[config.mk]
export PLATFORM = sky130hd
export DESIGN_NAME = sm_mult_seq
export DESIGN_NICKNAME = d
export VERILOG_FILES = /design/src/rtl/sm_mult_seq_pkg.sv /design/src/rtl/sm_mult_seq_dp.sv /design/src/rtl/sm_mult_seq.sv
export SDC_FILE = /design/constraint.sdc
export NUM_CORES = 1
export LEC_CHECK = 0
export ABC_AREA = 1
export BUFFER_PORTS_ARGS = -buffer_cell sky130_fd_sc_hd__buf_4
export CAP_MARGIN = 30
export CORE_ASPECT_RATIO = 0.6
export CORE_MARGIN = 5
export CORE_UTILIZATION = 45
export DETAILED_ROUTE_END_ITERATION = 6
export PLACE_DENSITY = 0.74
export SYNTH_ARGS = -nofsm -noshare
export SYNTH_HDL_FRONTEND = slang
export SYNTH_SLANG_ARGS = --single-unit
[constraint.sdc]
create_clock -name clk -period 2 [get_ports clk]
set_input_delay 0.4 -clock clk [delete_from_list [all_inputs] [get_ports clk]]
set_output_delay 0.4 -clock clk [all_outputs]
set_load 0.1 [all_outputs]
[src/rtl/sm_mult_seq_pkg.sv]
// Shared definitions for the sequential sign-magnitude / unsigned multiplier.
// Holds the FSM state encodings and the operating-mode codes.
package sm_mult_defs;

    typedef enum logic [2:0] {
        ST_IDLE   = 3'd0,
        ST_LOAD_Y = 3'd1,
        ST_MULT   = 3'd2,
        ST_OUT_HI = 3'd3,
        ST_OUT_LO = 3'd4
    } state_t;

    localparam logic MODE_SM  = 1'b0;
    localparam logic MODE_UNS = 1'b1;

endpackage

[src/rtl/sm_mult_seq_dp.sv]
// Multiplier datapath: M/A/Q registers, W+1-bit adder, right shifter and
// the packing mux that turns the raw product into HI/LO bus words.
module sm_mult_dp
    import sm_mult_defs::*;
#(
    parameter int W = 8
) (
    input  logic         clk,
    input  logic         rst,
    input  logic         load_x,
    input  logic         load_y,
    input  logic         step,
    input  logic         sel_hi,
    input  logic         mode,
    input  logic [W-1:0] ibus,
    output logic [W-1:0] word
);

    logic [W:0]     a_r;
    logic [W-1:0]   q_r;
    logic [W-1:0]   m_r;
    logic           sgn_r;
    logic [W:0]     sum;
    logic [2*W-1:0] prod;

    // SM operands enter with a zero top bit, so the product ends up one bit
    // left of the 2N-bit result; the HI word therefore skips bit 2W-1.
    function automatic logic [W-1:0] pack_word(input logic m, input logic sgn,
                                               input logic [2*W-1:0] p,
                                               input logic hi);
        logic [W-1:0] w;
        if (!hi)
            w = p[W-1:0];
        else if (m == MODE_UNS)
            w = p[2*W-1:W];
        else
            w = {sgn && (p != '0), p[2*W-2:W]};
        return w;
    endfunction

    always_comb begin
        sum = q_r[0] ? a_r + {1'b0, m_r} : a_r;
    end

    assign prod = {a_r[W-1:0], q_r};
    assign word = pack_word(mode, sgn_r, prod, sel_hi);

    always_ff @(posedge clk or posedge rst) begin
        if (rst) begin
            a_r   <= '0;
            q_r   <= '0;
            m_r   <= '0;
            sgn_r <= 1'b0;
        end else if (load_x) begin
            m_r <= ibus;
        end else if (load_y) begin
            a_r <= '0;
            if (mode == MODE_SM) begin
                m_r[W-1] <= 1'b0;
                sgn_r    <= m_r[W-1] ^ ibus[W-1];
                q_r      <= {1'b0, ibus[W-2:0]};
            end else begin
                sgn_r <= 1'b0;
                q_r   <= ibus;
            end
        end else if (step) begin
            a_r <= {1'b0, sum[W:1]};
            q_r <= {sum[0], q_r[W-1:1]};
        end
    end

endmodule

[src/rtl/sm_mult_seq.sv]
// Sequential shift-and-add multiplier top: control FSM, iteration counter and
// registered busy/fin/obus around the sm_mult_dp datapath.
module sm_mult_seq
    import sm_mult_defs::*;
#(
    parameter int W = 8
) (
    input  logic         clk,
    input  logic         rst,
    input  logic         bgn,
    input  logic         mode,
    input  logic [W-1:0] ibus,
    output logic         busy,
    output logic         fin,
    output logic [W-1:0] obus
);

    localparam int CNT_W = $clog2(W + 1);
    localparam logic [CNT_W-1:0] N_SM  = CNT_W'(W - 1);
    localparam logic [CNT_W-1:0] N_UNS = CNT_W'(W);

    state_t           state;
    logic [CNT_W-1:0] cnt;
    logic             mode_r;
    logic [CNT_W-1:0] n_iter;
    logic             mult_done;
    logic             load_x;
    logic             load_y;
    logic             step;
    logic             sel_hi;
    logic [W-1:0]     dp_word;

    assign n_iter    = (mode_r == MODE_SM) ? N_SM : N_UNS;
    assign mult_done = (cnt == n_iter);
    assign load_x    = (state == ST_IDLE) && bgn;
    assign load_y    = (state == ST_LOAD_Y);
    assign step      = (state == ST_MULT) && !mult_done;
    assign sel_hi    = (state == ST_MULT);

    sm_mult_dp #(.W(W)) u_dp (
        .clk    (clk),
        .rst    (rst),
        .load_x (load_x),
        .load_y (load_y),
        .step   (step),
        .sel_hi (sel_hi),
        .mode   (mode_r),
        .ibus   (ibus),
        .word   (dp_word)
    );

    always_ff @(posedge clk or posedge rst) begin
        if (rst) begin
            state  <= ST_IDLE;
            cnt    <= '0;
            mode_r <= MODE_SM;
            busy   <= 1'b0;
            fin    <= 1'b0;
            obus   <= '0;
        end else begin
            case (state)
                ST_IDLE: begin
                    fin <= 1'b0;
                    if (bgn) begin
                        mode_r <= mode;
                        busy   <= 1'b1;
                        state  <= ST_LOAD_Y;
                    end
                end
                ST_LOAD_Y: begin
                    cnt   <= '0;
                    state <= ST_MULT;
                end
                // The edge after the last iteration presents HI, with the
                // datapath mux already steered to the HI word.
                ST_MULT: begin
                    if (mult_done) begin
                        fin   <= 1'b1;
                        obus  <= dp_word;
                        state <= ST_OUT_HI;
                    end else begin
                        cnt <= cnt + 1'b1;
                    end
                end
                ST_OUT_HI: begin
                    obus  <= dp_word;
                    state <= ST_OUT_LO;
                end
                ST_OUT_LO: begin
                    fin   <= 1'b0;
                    busy  <= 1'b0;
                    state <= ST_IDLE;
                end
                default: state <= ST_IDLE;
            endcase
        end
    end

endmodule

==> report_table.html, run 1 <==
<table>
<tr><th>Metric</th><th>Value</th></tr>
<tr><th colspan="2">Layout</th></tr>
<tr><td>Diode count</td><td>0</td></tr>
<tr><td>Final standard cell utilization of the core</td><td>0.533</td></tr>
<tr><td>Layout cell share with drive strength beyond 1</td><td>0.165</td></tr>
<tr><td>Synth-to-Final Area Change</td><td>12.0%</td></tr>
<tr><td>Net count, final</td><td>360</td></tr>
<tr><td>Layout filler cell count</td><td>about 500</td></tr>
<tr><th colspan="2">Global routing</th></tr>
<tr><td>Final global-route overflow total</td><td>0</td></tr>
<tr><td>Tot GR Track Use</td><td>0.177</td></tr>
<tr><td>Largest net degree at the start of global routing</td><td>44</td></tr>
<tr><td>Number of global-route vias before repair</td><td>1,935</td></tr>
<tr><td>Wire length of the first global-routing pass</td><td>9720 um</td></tr>
<tr><td>Antenna violations before repair</td><td>0</td></tr>
<tr><th colspan="2">Clocking</th></tr>
<tr><td>Clk buf depth</td><td>2</td></tr>
<tr><td>Total clock buffers created by CTS</td><td>5</td></tr>
<tr><td>Post-CTS Setup Inserts</td><td>0</td></tr>
<tr><td>Deepest level of the CTS H-tree</td><td>2</td></tr>
<tr><td>Clk sink count</td><td>43</td></tr>
<tr><td>Cts repair resizes</td><td>0</td></tr>
<tr><td>TritonCTS clock tree</td><td>done</td></tr>
<tr><td>Clock slew at reported path FFs</td><td>0.09 ns</td></tr>
<tr><td>Skew-Pair Late Insertion Delay</td><td>roughly 0.3 ns</td></tr>
<tr><td>Clock root cell</td><td>clkbuf_8</td></tr>
<tr><td>Number of buffers added to fix hold violations after cts</td><td>0</td></tr>
<tr><th colspan="2">STA</th></tr>
<tr><td>Post-route clock period utilization</td><td>0.889</td></tr>
<tr><td>Highest achievable clock rate</td><td>approximately 560 MHz</td></tr>
<tr><td>RSZ-0062 raised after global routing</td><td>false</td></tr>
<tr><td>Clock Skews</td><td>about 0.0077 ns</td></tr>
<tr><td>Total Neg Setup Slack</td><td>0 ns</td></tr>
<tr><td>Crit path time final</td><td>1.78 ns</td></tr>
<tr><td>Number of hold-slack violations in the final timing report</td><td>0</td></tr>
<tr><td>Worst hold slack across all endpoints</td><td>0.219 ns</td></tr>
<tr><td>Worst-Margin Slew</td><td>0.607 ns</td></tr>
<tr><td>Max-slew headroom at the worst pin</td><td>0.594</td></tr>
<tr><td>Number of max-slew violations in the final report</td><td>0</td></tr>
<tr><td>Setup violation total in the final timing report</td><td>0</td></tr>
<tr><th colspan="2">Status</th></tr>
<tr><td>Run status</td><td>completed</td></tr>
<tr><th colspan="2">Detailed routing</th></tr>
<tr><td>Number of vias after detailed routing</td><td>2,119</td></tr>
<tr><td>Post-DR wirelength/cell</td><td>14.0 um</td></tr>
<tr><td>Via/cell ratio</td><td>5.23</td></tr>
<tr><td>Post-route ant nets</td><td>0</td></tr>
<tr><td>DR DRC count</td><td>0</td></tr>
<tr><td>Final wirelength</td><td>5680 um</td></tr>
<tr><td>DRT iter0 DRCs</td><td>172</td></tr>
<tr><td>First-pass iteration count of the detailed router</td><td>4</td></tr>
<tr><th colspan="2">Job</th></tr>
<tr><td>Max-cap check violation count</td><td>0</td></tr>
<tr><th colspan="2">Synth</th></tr>
<tr><td>Largest area contributor in the synthesized netlist</td><td>dfrtp_1</td></tr>
<tr><td>Summed instance area of the synthesized netlist</td><td>roughly 2500 um^2</td></tr>
<tr><td>Share of the synthesized area in the top cell type</td><td>0.435</td></tr>
<tr><td>Ys async rst share</td><td>1.00</td></tr>
<tr><td>Mapped Avg Cell Area</td><td>around 8 um^2</td></tr>
<tr><td>Fraction of the yosys area taken by sequential cells</td><td>0.435</td></tr>
<tr><td>Number of synthesized register bits</td><td>43</td></tr>
<tr><td>Yosys warns</td><td>0</td></tr>
<tr><td>Top FF cell, synth</td><td>dfrtp_1</td></tr>
<tr><td>Post-synth EDFFs</td><td>0</td></tr>
<tr><td>Count of unique library cells instantiated by Yosys</td><td>31</td></tr>
<tr><td>Gate count of the mapped netlist</td><td>315</td></tr>
<tr><td>Number of nets in the synthesized netlist</td><td>337</td></tr>
<tr><td>Most area-consuming cells after synthesis</td><td>dfrtp_1 (43%), nand2_1 (12%), o21ai_0 (7.5%)</td></tr>
<tr><th colspan="2">Floorplan</th></tr>
<tr><td>Initial cell density of the core</td><td>0.476</td></tr>
<tr><td>Number of ports placed on the die boundary</td><td>22</td></tr>
<tr><td>Chip Width</td><td>106 um</td></tr>
<tr><td>Core Footprint</td><td>about 5200 um^2</td></tr>
<tr><td>Die outline area</td><td>about 7100 um^2</td></tr>
<tr><td>Count of standard-cell rows</td><td>20</td></tr>
<tr><td>Height of the die</td><td>67.5 um</td></tr>
<tr><th colspan="2">Critical path</th></tr>
<tr><td>Req. time, crit path</td><td>roughly 2.2 ns</td></tr>
<tr><td>Critical path arrival</td><td>1.97 ns</td></tr>
<tr><td>Launching element type of the critical path</td><td>flop</td></tr>
<tr><td>Cell repeated most along the worst path</td><td>nand3_1</td></tr>
<tr><td>Critical path peak fanout</td><td>3</td></tr>
<tr><td>Critical path cell sequence</td><td>ha_1 &gt; inv_1 &gt; fa_1 &gt; o21ai_0 &gt; nand3_1 &gt; nand3_1 &gt; nand3_1 &gt; nand2_1 &gt; nand2_1</td></tr>
<tr><td>CP max stage cell</td><td>fa_1</td></tr>
<tr><td>Kind of critical path</td><td>flop to flop</td></tr>
<tr><td>Stage delay of the slowest cell on the critical path</td><td>a little over 0.4 ns</td></tr>
<tr><td>Category of the worst setup path capture point</td><td>flop</td></tr>
<tr><th colspan="2">Power and ir drop</th></tr>
<tr><td>Total power density per cell area</td><td>1860 nW/um^2</td></tr>
<tr><td>Max rail drop VDD</td><td>between 0.7 and 0.8 mV</td></tr>
<tr><td>Leakage power of the design</td><td>1.39 nW</td></tr>
<tr><th colspan="2">Placed design</th></tr>
<tr><td>Detailed placement HPWL</td><td>roughly 4300 um</td></tr>
<tr><td>Final estimated routing congestion in global placement</td><td>0.883</td></tr>
<tr><td>Port Buf Inserts</td><td>21</td></tr>
<tr><th colspan="2">Hold path</th></tr>
<tr><td>Worst hold path class</td><td>primary input to async pin</td></tr>
</table>
[synth_stat cells (all sizes together) (2+ instances only)]
master   n
dfrtp   43
nand2   85
nor2    31
buf      5
clkbuf   3
or2      2
o21ai   43
ha       9
a21oi   23
o211ai   2
inv     40
nand3   19
xnor2    2
[kinds of logic after synthesis]
family / share of synthesized area
AOI/OAI and AO/OA: 0.160
and+or+nand+nor: 0.252
DFF: 0.435
xor gates and xnor gates: 0.0106
adders and majority gates: 0.0536
buffers and inverters: 0.0889
[worst paths after layout]
check / startpoint / to / slack (ns) / cells after the start
worst max-delay path: u_dp.a_r[0] / u_dp.a_r[5] / 0.22 / 9
worst min-delay path: rst / obus[2] / 0.22 / 3
worst max register to register: u_dp.a_r[0] / u_dp.a_r[5] / 0.22 / 9
worst min register to register: u_dp.m_r[3] / u_dp.m_r[3] / 0.50 / 2
max in group asynchronous: rst / obus[6] / 1.39 / 3
min in group clk: mode / mode_r / 0.35 / 3
[metal layers]
layer | vias up | global-route usage | wire length [um]
met5 | - | 0 | 0
met4 | 0 | 0.0614 | 114
met3 | 12 | 0.0363 | 436
met2 | 74 | 0.231 | 2210
met1 | 976 | 0.282 | 2920
li1 | 1057 | - | -
[cell type report]
cell class                      instances  area, um^2  share of cell area
Multi-Input combinational cell        223        1180               0.426
Timing Repair Buffer                   24         180              0.0650
Inverter                               41         161              0.0582
Clock buffer                            5        68.8              0.0248
Clock inverter                          3        23.8             0.00857
Tap cell                               66        82.6              0.0298
Sequential cell                        43        1080               0.388
[critical path, delay by kind of cell (launching register included)]
kind / cells / cell delay [ns]
adders and majority gates: 2 / 0.59
and+or+nand+nor: 5 / 0.44
DFF: 1 / 0.38
AOI/OAI and AO/OA: 1 / 0.22
buffers and inverters: 1 / 0.05
[per-stage QoR]
step,cells,worst slack [ns],cell area [um^2],power [W]
final,405,0.222,2770,0.00517
after global routing,405,0.0776,2770,0.00563
after CTS,405,0.236,2770,0.00519
after detailed placement,397,0.267,2680,0.00459
after global placement,397,0.307,2680,0.00452
after floorplan,315,0.414,2480,0.00397
[power by group]
part	total, W	internal (W)	switching (W)
sequential	0.00156	0.00125	0.000315
combinational	0.00303	0.000893	0.00213
clock	0.000579	0.000250	0.000329
total	0.00517	0.00239	0.00278
[placed cells by master, fill, tap and decap left out, types with 6 or more instances in the layout]
cell / instances
nand2_1: 79
dfrtp_1: 43
o21ai_0: 37
inv_1: 36
nor2_1: 30
buf_4: 24
a21oi_1: 21
nand3_1: 17
ha_1: 9
o21ai_2: 6
[registers in the layout, summed over array words and instances (netlist names)]
name / flops
obus: 8
u_dp.a_r: 8
u_dp.m_r: 8
u_dp.q_r: 8
cnt: 4
state: 3
busy: 1
fin: 1
mode_r: 1
u_dp.sgn_r: 1
Power figures use the tool's default switching activity.
==> run 2, diff against run 1 <==
--- a/config.mk
+++ b/config.mk
@@ -9,7 +9,7 @@
 export BUFFER_PORTS_ARGS = -buffer_cell sky130_fd_sc_hd__buf_4
 export CAP_MARGIN = 30
 export CORE_ASPECT_RATIO = 0.6
-export CORE_MARGIN = 5
+export CORE_MARGIN = 1.5
 export CORE_UTILIZATION = 45
 export DETAILED_ROUTE_END_ITERATION = 6
 export PLACE_DENSITY = 0.74
==> run 2 against run 1 <==
Net effect: first-iteration DRC count shrank 15%; cell area grew 0.50%; sequential power about the same; clock-buffer cell count is the same; largest power group unchanged.
==> report_table.html, run 2 (synthesis gave the netlist of run 1 again) <==
<table>
<tr><th>Metric</th><th>Value</th></tr>
<tr><th colspan="2">Power and ir drop</th></tr>
<tr><td>Total power</td><td>0.00521 W (+0.89%)</td></tr>
<tr><td>Total power density per cell area</td><td>1870 nW/um^2 (+0.40%)</td></tr>
<tr><td>Leakage power of the design</td><td>1.39 nW (+0.57%)</td></tr>
<tr><td>Max rail drop VDD</td><td>0.672 mV (-4.4%)</td></tr>
<tr><th colspan="2">Floorplan</th></tr>
<tr><td>Number of ports placed on the die boundary</td><td>22 (unchanged)</td></tr>
<tr><td>Count of standard-cell rows</td><td>20 (unchanged)</td></tr>
<tr><td>Core Footprint</td><td>5180 um^2 (-0.48%)</td></tr>
<tr><td>Initial cell density of the core</td><td>0.478 (+0.00230)</td></tr>
<tr><td>Die outline area</td><td>5970 um^2 (-16%)</td></tr>
<tr><td>Chip Width</td><td>98.8 um (-6.6%)</td></tr>
<tr><td>Height of the die</td><td>60.5 um (-10%)</td></tr>
<tr><th colspan="2">STA</th></tr>
<tr><td>Number of hold-slack violations in the final timing report</td><td>0 (unchanged)</td></tr>
<tr><td>Post-layout worst setup margin</td><td>0.305 ns (+0.0826 ns)</td></tr>
<tr><td>Clock Skews</td><td>0.0141 ns (+0.00644 ns)</td></tr>
<tr><td>Max-slew headroom at the worst pin</td><td>0.492 (-0.102)</td></tr>
<tr><td>Post-route clock period utilization</td><td>0.848 (-0.0413)</td></tr>
<tr><td>Setup violation total in the final timing report</td><td>0 (unchanged)</td></tr>
<tr><td>RSZ-0062 raised after global routing</td><td>false</td></tr>
<tr><td>Total Neg Setup Slack</td><td>0 ns (unchanged)</td></tr>
<tr><td>Highest achievable clock rate</td><td>590 MHz (+4.9%)</td></tr>
<tr><td>Crit path time final</td><td>1.70 ns (-0.0826 ns)</td></tr>
<tr><td>Worst-Margin Slew</td><td>0.757 ns (+0.150 ns)</td></tr>
<tr><td>Number of max-slew violations in the final report</td><td>0 (unchanged)</td></tr>
<tr><th colspan="2">Layout</th></tr>
<tr><td>Net count, final</td><td>360 (unchanged)</td></tr>
<tr><td>Diode count</td><td>0 (unchanged)</td></tr>
<tr><td>Layout filler cell count</td><td>509 (+0.59%)</td></tr>
<tr><td>Final cell count without fillers</td><td>405 (unchanged)</td></tr>
<tr><td>Layout cell share with drive strength beyond 1</td><td>0.165 (unchanged)</td></tr>
<tr><td>Synth-to-Final Area Change</td><td>12.5%</td></tr>
<tr><td>Sequential cell area</td><td>1080 um^2 (unchanged)</td></tr>
<tr><td>Leading cell type in the layout, fill and taps excluded</td><td>nand2_1</td></tr>
<tr><td>Highest-count cells in the layout ignoring fill and taps</td><td>nand2_1 (79), dfrtp_1 (43), inv_1 (36), o21ai_0 (36), nor2_1 (30)</td></tr>
<tr><td>Footprint of the multi-input gates</td><td>1180 um^2 (unchanged)</td></tr>
<tr><th colspan="2">Clocking</th></tr>
<tr><td>Clock slew at reported path FFs</td><td>0.10 ns (about the same)</td></tr>
<tr><td>Skew-Pair Late Insertion Delay</td><td>0.31 ns (about the same)</td></tr>
<tr><td>Post-CTS Setup Inserts</td><td>0 (unchanged)</td></tr>
<tr><td>TritonCTS clock tree</td><td>done</td></tr>
<tr><td>Clk sink count</td><td>43 (unchanged)</td></tr>
<tr><td>Deepest level of the CTS H-tree</td><td>2 (unchanged)</td></tr>
<tr><td>Clock root cell</td><td>clkbuf_8</td></tr>
<tr><td>Clk buf depth</td><td>2 (unchanged)</td></tr>
<tr><td>Total clock buffers created by CTS</td><td>5 (unchanged)</td></tr>
<tr><th colspan="2">Critical path</th></tr>
<tr><td>Cell repeated most along the worst path</td><td>nor2_1</td></tr>
<tr><td>Kind of critical path</td><td>flop to flop</td></tr>
<tr><td>Critical path peak fanout</td><td>7 (+4)</td></tr>
<tr><td>Critical path arrival</td><td>1.89 ns (-0.08 ns)</td></tr>
<tr><td>Stage delay of the slowest cell on the critical path</td><td>0.47 ns (+0.06 ns)</td></tr>
<tr><td>Req. time, crit path</td><td>2.20 ns (about the same)</td></tr>
<tr><td>Launching element type of the critical path</td><td>flop</td></tr>
<tr><td>Critical path cell sequence</td><td>nor2_1 &gt; nand3_1 &gt; nand2_2 &gt; nor2_1 &gt; nand3_1 &gt; nand2_1 &gt; nor2_1</td></tr>
<tr><td>Category of the worst setup path capture point</td><td>flop</td></tr>
<tr><td>CP max stage cell</td><td>dfrtp_1</td></tr>
<tr><th colspan="2">Detailed routing</th></tr>
<tr><td>DRT iter0 DRCs</td><td>147 (-15%)</td></tr>
<tr><td>Number of vias after detailed routing</td><td>2,112 (-0.33%)</td></tr>
<tr><td>Post-DR wirelength/cell</td><td>14.3 um (+1.9%)</td></tr>
<tr><td>Post-route ant nets</td><td>0 (unchanged)</td></tr>
<tr><td>First-pass iteration count of the detailed router</td><td>6 (+2)</td></tr>
<tr><td>Via/cell ratio</td><td>5.21 (-0.33%)</td></tr>
<tr><td>DR DRC count</td><td>0 (unchanged)</td></tr>
<tr><td>Final wirelength</td><td>5790 um (+1.9%)</td></tr>
<tr><th colspan="2">Global routing</th></tr>
<tr><td>Final global-route overflow total</td><td>0 (unchanged)</td></tr>
<tr><td>Wire length of the first global-routing pass</td><td>9800 um (+0.92%)</td></tr>
<tr><td>Antenna violations before repair</td><td>0 (unchanged)</td></tr>
<tr><td>Number of global-route vias before repair</td><td>1,903 (-1.7%)</td></tr>
<tr><td>Tot GR Track Use</td><td>0.218 (+0.0415)</td></tr>
<tr><td>Largest net degree at the start of global routing</td><td>26 (-41%)</td></tr>
<tr><th colspan="2">Placed design</th></tr>
<tr><td>Port Buf Inserts</td><td>21 (unchanged)</td></tr>
<tr><td>Final estimated routing congestion in global placement</td><td>0.933 (+5.6%)</td></tr>
<tr><td>Inst Count DP</td><td>397 (unchanged)</td></tr>
<tr><td>Worst Setup Slack post-DPL</td><td>0.264 ns (-0.00296 ns)</td></tr>
<tr><td>Detailed placement HPWL</td><td>4470 um (+3.7%)</td></tr>
<tr><th colspan="2">Job</th></tr>
<tr><td>Max-cap check violation count</td><td>0 (unchanged)</td></tr>
<tr><th colspan="2">Hold path</th></tr>
<tr><td>Worst hold path class</td><td>primary input to async pin</td></tr>
<tr><th colspan="2">Status</th></tr>
<tr><td>Run status</td><td>completed</td></tr>
</table>
## run 2: changes by cell type in the layout (fill, tap and decap cells not counted), sizes merged
| cell | change |
|---|---|
| clkinv | +2 |
| clkinvlp | -1 |
| inv | -1 |
## run 2: final timing paths
| kind | start | to | slack (ns) | cells after the start |
|---|---|---|---|---|
| worst max-delay path | cnt[0] | cnt[2] | 0.30 | 7 |
| worst min-delay path | rst | obus[2] | 0.12 | 2 |
| worst max register to register | cnt[0] | cnt[2] | 0.30 | 7 |
| worst min register to register | u_dp.m_r[6] | u_dp.m_r[6] | 0.50 | 2 |
| max in group asynchronous | rst | u_dp.m_r[7] | 1.34 | 3 |
| min in group clk | mode | mode_r | 0.34 | 3 |
## run 2: power by group
| part | internal, W | total [W] | leakage [nW] | switching [W] |
|---|---|---|---|---|
| sequential | 0.00125 | 0.00159 | 0.536 | 0.000344 |
| combinational | 0.000897 | 0.00303 | 0.813 | 0.00214 |
| clock | 0.000250 | 0.000592 | 0.0443 | 0.000342 |
| total | 0.00239 | 0.00521 | 1.39 | 0.00282 |
## run 2: per-layer routing
| metal | GRT usage | wire length [um] |
|---|---|---|
| met5 | 0 | 0 |
| met4 | 0.0469 | 36 |
| met3 | 0.0588 | 497 |
| met2 | 0.306 | 2310 |
| met1 | 0.336 | 2940 |
## run 2: critical path: cells and delay by family (launching register included)
family           cells  cell delay, ns
and+or+nand+nor      7            1.11
DFF                  1            0.47
## run 2: stage by stage
stage                     area [um^2]   util  hold WS (ns)
after global placement           2690  0.520         0.466
after CTS                        2790  0.538         0.143
after detailed placement         2690  0.520         0.477
after global routing             2790  0.538         0.162
final                            2790  0.538         0.124
after floorplan                  2480      -         0.459
## run 2: layout make-up
class,count,share of cell area
repair buffers,24,0.0692
well taps,66,0.0296
inverters,41,0.0579
clock buffers,5,0.0247
multi-input cells,223,0.423
flip-flops and latches,43,0.386
clock inverters,3,0.00898
## run 2: timing repair
| item | in CTS | in global routing |
|---|---|---|
| resized for setup | 0 | 1 |
| hold buffers | 0 | 0 |
| endpoints found under the hold margin | 0 | 0 |
| endpoints found under the setup margin | 0 | 1 |
==> run 3, diff against run 2 <==
--- a/config.mk
+++ b/config.mk
@@ -12,7 +12,7 @@
 export CORE_MARGIN = 1.5
 export CORE_UTILIZATION = 45
 export DETAILED_ROUTE_END_ITERATION = 6
-export PLACE_DENSITY = 0.74
+export PLACE_DENSITY = 0.76
 export SYNTH_ARGS = -nofsm -noshare
 export SYNTH_HDL_FRONTEND = slang
 export SYNTH_SLANG_ARGS = --single-unit
==> constraint.sdc (replaced) <==
create_clock -name clk -period 1.4 [get_ports clk]
set_input_delay 0.28 -clock clk [delete_from_list [all_inputs] [get_ports clk]]
set_output_delay 0.28 -clock clk [all_outputs]
set_load 0.1 [all_outputs]
==> run 3 against run 2 <==
Net effect: the flow now finishes with violations (design-rule violations, negative setup slack); clock power grew 60%; worst hold slack better by 0.11 ns; wire length up 22%; combinational power up 98%; largest cell class unchanged; maximum frequency is 6.9% higher.
==> report_table.html, run 3 (synthesis gave the netlist of run 1 again) <==
<table>
<tr><th>Metric</th><th>Value</th></tr>
<tr><th colspan="2">Detailed routing</th></tr>
<tr><td>First-pass iteration count of the detailed router</td><td>7 (+1)</td></tr>
<tr><td>Via/cell ratio</td><td>5.32 (+2.1%)</td></tr>
<tr><td>Post-DR wirelength/cell</td><td>15.7 um (+10%)</td></tr>
<tr><td>Final wirelength</td><td>7040 um (+22%)</td></tr>
<tr><td>Post-route ant nets</td><td>0 (unchanged)</td></tr>
<tr><td>DRT iter0 DRCs</td><td>160 (+8.8%)</td></tr>
<tr><td>Number of vias after detailed routing</td><td>2,380 (+13%)</td></tr>
<tr><td>DR DRC count</td><td>4 (+4)</td></tr>
<tr><th colspan="2">Layout</th></tr>
<tr><td>Sequential cell area</td><td>1080 um^2 (+0.12%)</td></tr>
<tr><td>Layout cell share with drive strength beyond 1</td><td>0.336 (+0.171)</td></tr>
<tr><td>Net count, final</td><td>403 (+12%)</td></tr>
<tr><td>Layout filler cell count</td><td>455 (-11%)</td></tr>
<tr><td>Synth-to-Final Area Change</td><td>35.5%</td></tr>
<tr><td>Leading cell type in the layout, fill and taps excluded</td><td>nand2_1</td></tr>
<tr><td>Footprint of the multi-input gates</td><td>1370 um^2 (+16%)</td></tr>
<tr><td>Final cell count without fillers</td><td>447 (+10%)</td></tr>
<tr><td>Final standard cell utilization of the core</td><td>0.648 (+0.110)</td></tr>
<tr><td>Highest-count cells in the layout ignoring fill and taps</td><td>nand2_1 (69), buf_4 (55), dfrtp_1 (42)</td></tr>
<tr><td>Diode count</td><td>0 (unchanged)</td></tr>
<tr><th colspan="2">Placed design</th></tr>
<tr><td>Inst Count DP</td><td>425 (+7.1%)</td></tr>
<tr><td>Port Buf Inserts</td><td>21 (unchanged)</td></tr>
<tr><td>Detailed placement HPWL</td><td>4910 um (+10%)</td></tr>
<tr><td>Final estimated routing congestion in global placement</td><td>0.935 (+0.17%)</td></tr>
<tr><th colspan="2">Global routing</th></tr>
<tr><td>Antenna violations before repair</td><td>0 (unchanged)</td></tr>
<tr><td>Wire length of the first global-routing pass</td><td>10,500 um (+6.9%)</td></tr>
<tr><td>Largest net degree at the start of global routing</td><td>26 (unchanged)</td></tr>
<tr><td>Final global-route overflow total</td><td>0 (unchanged)</td></tr>
<tr><td>Tot GR Track Use</td><td>0.233 (+0.0147)</td></tr>
<tr><td>Number of global-route vias before repair</td><td>2,151 (+13%)</td></tr>
<tr><th colspan="2">Critical path</th></tr>
<tr><td>Category of the worst setup path capture point</td><td>flop</td></tr>
<tr><td>FF-to-FF path depth</td><td>9 (+2)</td></tr>
<tr><td>CP max stage cell</td><td>dfrtp_1</td></tr>
<tr><td>Critical path cell sequence</td><td>ha_2 &gt; inv_2 &gt; fa_2 &gt; o21ai_1 &gt; nand3_1 &gt; nand3_1 &gt; nand3_1 &gt; nand2_1 &gt; nand2_1</td></tr>
<tr><td>Stage delay of the slowest cell on the critical path</td><td>0.37 ns (-0.10 ns)</td></tr>
<tr><td>Req. time, crit path</td><td>1.60 ns (-0.60 ns)</td></tr>
<tr><td>Startpoint of the worst register-to-register path</td><td>u_dp.a_r[0]</td></tr>
<tr><td>Kind of critical path</td><td>flop to flop</td></tr>
<tr><td>Worst reg-to-reg setup slack</td><td>-0.19 ns (-0.49 ns)</td></tr>
<tr><td>Destination of the worst register-to-register timing path</td><td>u_dp.a_r[5]</td></tr>
<tr><td>Critical path arrival</td><td>1.78 ns (-0.11 ns)</td></tr>
<tr><td>Critical path peak fanout</td><td>3 (-4)</td></tr>
<tr><td>Launching element type of the critical path</td><td>flop</td></tr>
<tr><td>Cell repeated most along the worst path</td><td>nand3_1</td></tr>
<tr><th colspan="2">STA</th></tr>
<tr><td>Highest achievable clock rate</td><td>631 MHz (+6.9%)</td></tr>
<tr><td>Total Neg Setup Slack</td><td>-0.876 ns (-0.876 ns)</td></tr>
<tr><td>Number of max-slew violations in the final report</td><td>0 (unchanged)</td></tr>
<tr><td>Post-route clock period utilization</td><td>1.13 (+0.285)</td></tr>
<tr><td>Post-layout worst setup margin</td><td>-0.186 ns (-0.491 ns)</td></tr>
<tr><td>Max-slew headroom at the worst pin</td><td>0.646 (+0.154)</td></tr>
<tr><td>Number of hold-slack violations in the final timing report</td><td>0 (unchanged)</td></tr>
<tr><td>Worst-Margin Slew</td><td>0.528 ns (-0.229 ns)</td></tr>
<tr><td>RSZ-0062 raised after global routing</td><td>true</td></tr>
<tr><td>Clock Skews</td><td>0.00863 ns (-0.00547 ns)</td></tr>
<tr><td>Setup violation total in the final timing report</td><td>15 (+15)</td></tr>
<tr><td>Crit path time final</td><td>1.59 ns (-0.109 ns)</td></tr>
<tr><td>Worst hold slack across all endpoints</td><td>0.234 ns (+0.111 ns)</td></tr>
<tr><th colspan="2">Clocking</th></tr>
<tr><td>Skew-Pair Late Insertion Delay</td><td>0.30 ns (about the same)</td></tr>
<tr><td>Total clock buffers created by CTS</td><td>5 (unchanged)</td></tr>
<tr><td>Deepest level of the CTS H-tree</td><td>2 (unchanged)</td></tr>
<tr><td>Clk buf depth</td><td>2 (unchanged)</td></tr>
<tr><td>Clock slew at reported path FFs</td><td>0.08 ns (-0.02 ns)</td></tr>
<tr><td>Clk sink count</td><td>43 (unchanged)</td></tr>
<tr><td>Clock root cell</td><td>clkbuf_8</td></tr>
<tr><td>TritonCTS clock tree</td><td>done</td></tr>
<tr><th colspan="2">Floorplan</th></tr>
<tr><td>Number of ports placed on the die boundary</td><td>22 (unchanged)</td></tr>
<tr><td>Count of standard-cell rows</td><td>20 (unchanged)</td></tr>
<tr><td>Core Footprint</td><td>5180 um^2 (unchanged)</td></tr>
<tr><td>Die outline area</td><td>5970 um^2 (unchanged)</td></tr>
<tr><td>Chip Width</td><td>98.8 um (unchanged)</td></tr>
<tr><td>Height of the die</td><td>60.5 um (unchanged)</td></tr>
<tr><td>Initial cell density of the core</td><td>0.478 (unchanged)</td></tr>
<tr><th colspan="2">Power and ir drop</th></tr>
<tr><td>Total power</td><td>0.00927 W (+78%)</td></tr>
<tr><td>Total power density per cell area</td><td>2760 nW/um^2 (+48%)</td></tr>
<tr><td>Max rail drop VDD</td><td>1.56 mV (+130%)</td></tr>
<tr><td>Leakage power of the design</td><td>1.65 nW (+18%)</td></tr>
<tr><th colspan="2">Status</th></tr>
<tr><td>Run status</td><td>finished with violations</td></tr>
<tr><td>Violations in the final reports</td><td>design-rule violations, negative setup slack</td></tr>
<tr><th colspan="2">Hold path</th></tr>
<tr><td>Hold Path Cell Cnt</td><td>3</td></tr>
<tr><td>Source of the worst hold timing path</td><td>mode</td></tr>
<tr><td>End point of the worst hold path</td><td>mode_r</td></tr>
<tr><td>Worst hold path class</td><td>primary input to flop</td></tr>
<tr><th colspan="2">Job</th></tr>
<tr><td>Max-cap check violation count</td><td>0 (unchanged)</td></tr>
</table>
==> run 3: cell types whose count changed in the layout (fill, tap and decap cells not counted), moves of 6 or more <==
| cell | change |
|---|---|
| nand2_1 | -10 |
| o21ai_1 | +10 |
| buf_6 | +7 |
| ha_1 | -6 |
| nand2_2 | +8 |
| o21ai_0 | -14 |
| buf_4 | +32 |
==> run 3: routing by layer <==
layer | vias up | share of wire | wire length [um] | GRT usage
met5 | - | 0 | 0 | 0
met4 | 0 | 0.0087 | 61 | 0.0490
met3 | 8 | 0.086 | 608 | 0.0899
met2 | 86 | 0.44 | 3070 | 0.364
met1 | 1135 | 0.47 | 3300 | 0.315
li1 | 1151 | - | - | -
==> run 3: layout make-up <==
class | instances | area share
clock inverter | 1 | 0.00895
tap | 66 | 0.0246
inverter | 41 | 0.0511
multi-input combinational | 224 | 0.409
clock buffer | 6 | 0.0216
timing repair inverter | 1 | 0.00261
timing repair buffer | 65 | 0.161
sequential | 43 | 0.321
==> run 3: worst max-delay path by stage <==
stage | start | endpoint | slack (ns) | cells after the start
after floorplan | u_dp.a_r[0] | u_dp.a_r[5] | -0.06 | 9
after global placement | u_dp.m_r[0] | u_dp.a_r[5] | -0.13 | 9
after detailed placement | u_dp.m_r[0] | u_dp.a_r[3] | -0.18 | 7
after CTS | u_dp.a_r[0] | u_dp.a_r[5] | -0.17 | 9
after global routing | u_dp.m_r[0] | u_dp.a_r[5] | -0.28 | 9
final | u_dp.a_r[0] | u_dp.a_r[5] | -0.19 | 9
==> run 3: critical path: cells and delay by family (launching register included) <==
family,cells,cell delay [ns]
simple gates,5,0.38
buf+inv,1,0.04
fa+ha+maj,2,0.57
flops,1,0.37
compound gates,1,0.14
==> run 3: timing repair <==
item / in CTS / in global routing
hold buffers: 1 / 0
gates resized for setup: 16 / 42
gates cloned: 0 / 2
pin swaps: 8 / 18
setup endpoints to repair: 13 / 27
endpoints found under the hold margin: 10 / 0
buffers inserted: 8 / 5
==> run 3: power breakdown <==
group          internal (W)  total, W  switching (W)
clock              0.000523  0.000948       0.000424
sequential          0.00178   0.00231       0.000524
combinational       0.00233   0.00601        0.00368
total               0.00464   0.00927        0.00463
==> run 3: stage by stage <==
step	cell area, um^2	worst slack [ns]
after floorplan	2490	-0.0629
after global placement	2930	-0.127
after detailed placement	2930	-0.183
after CTS	3180	-0.167
after global routing	3360	-0.280
final	3360	-0.186
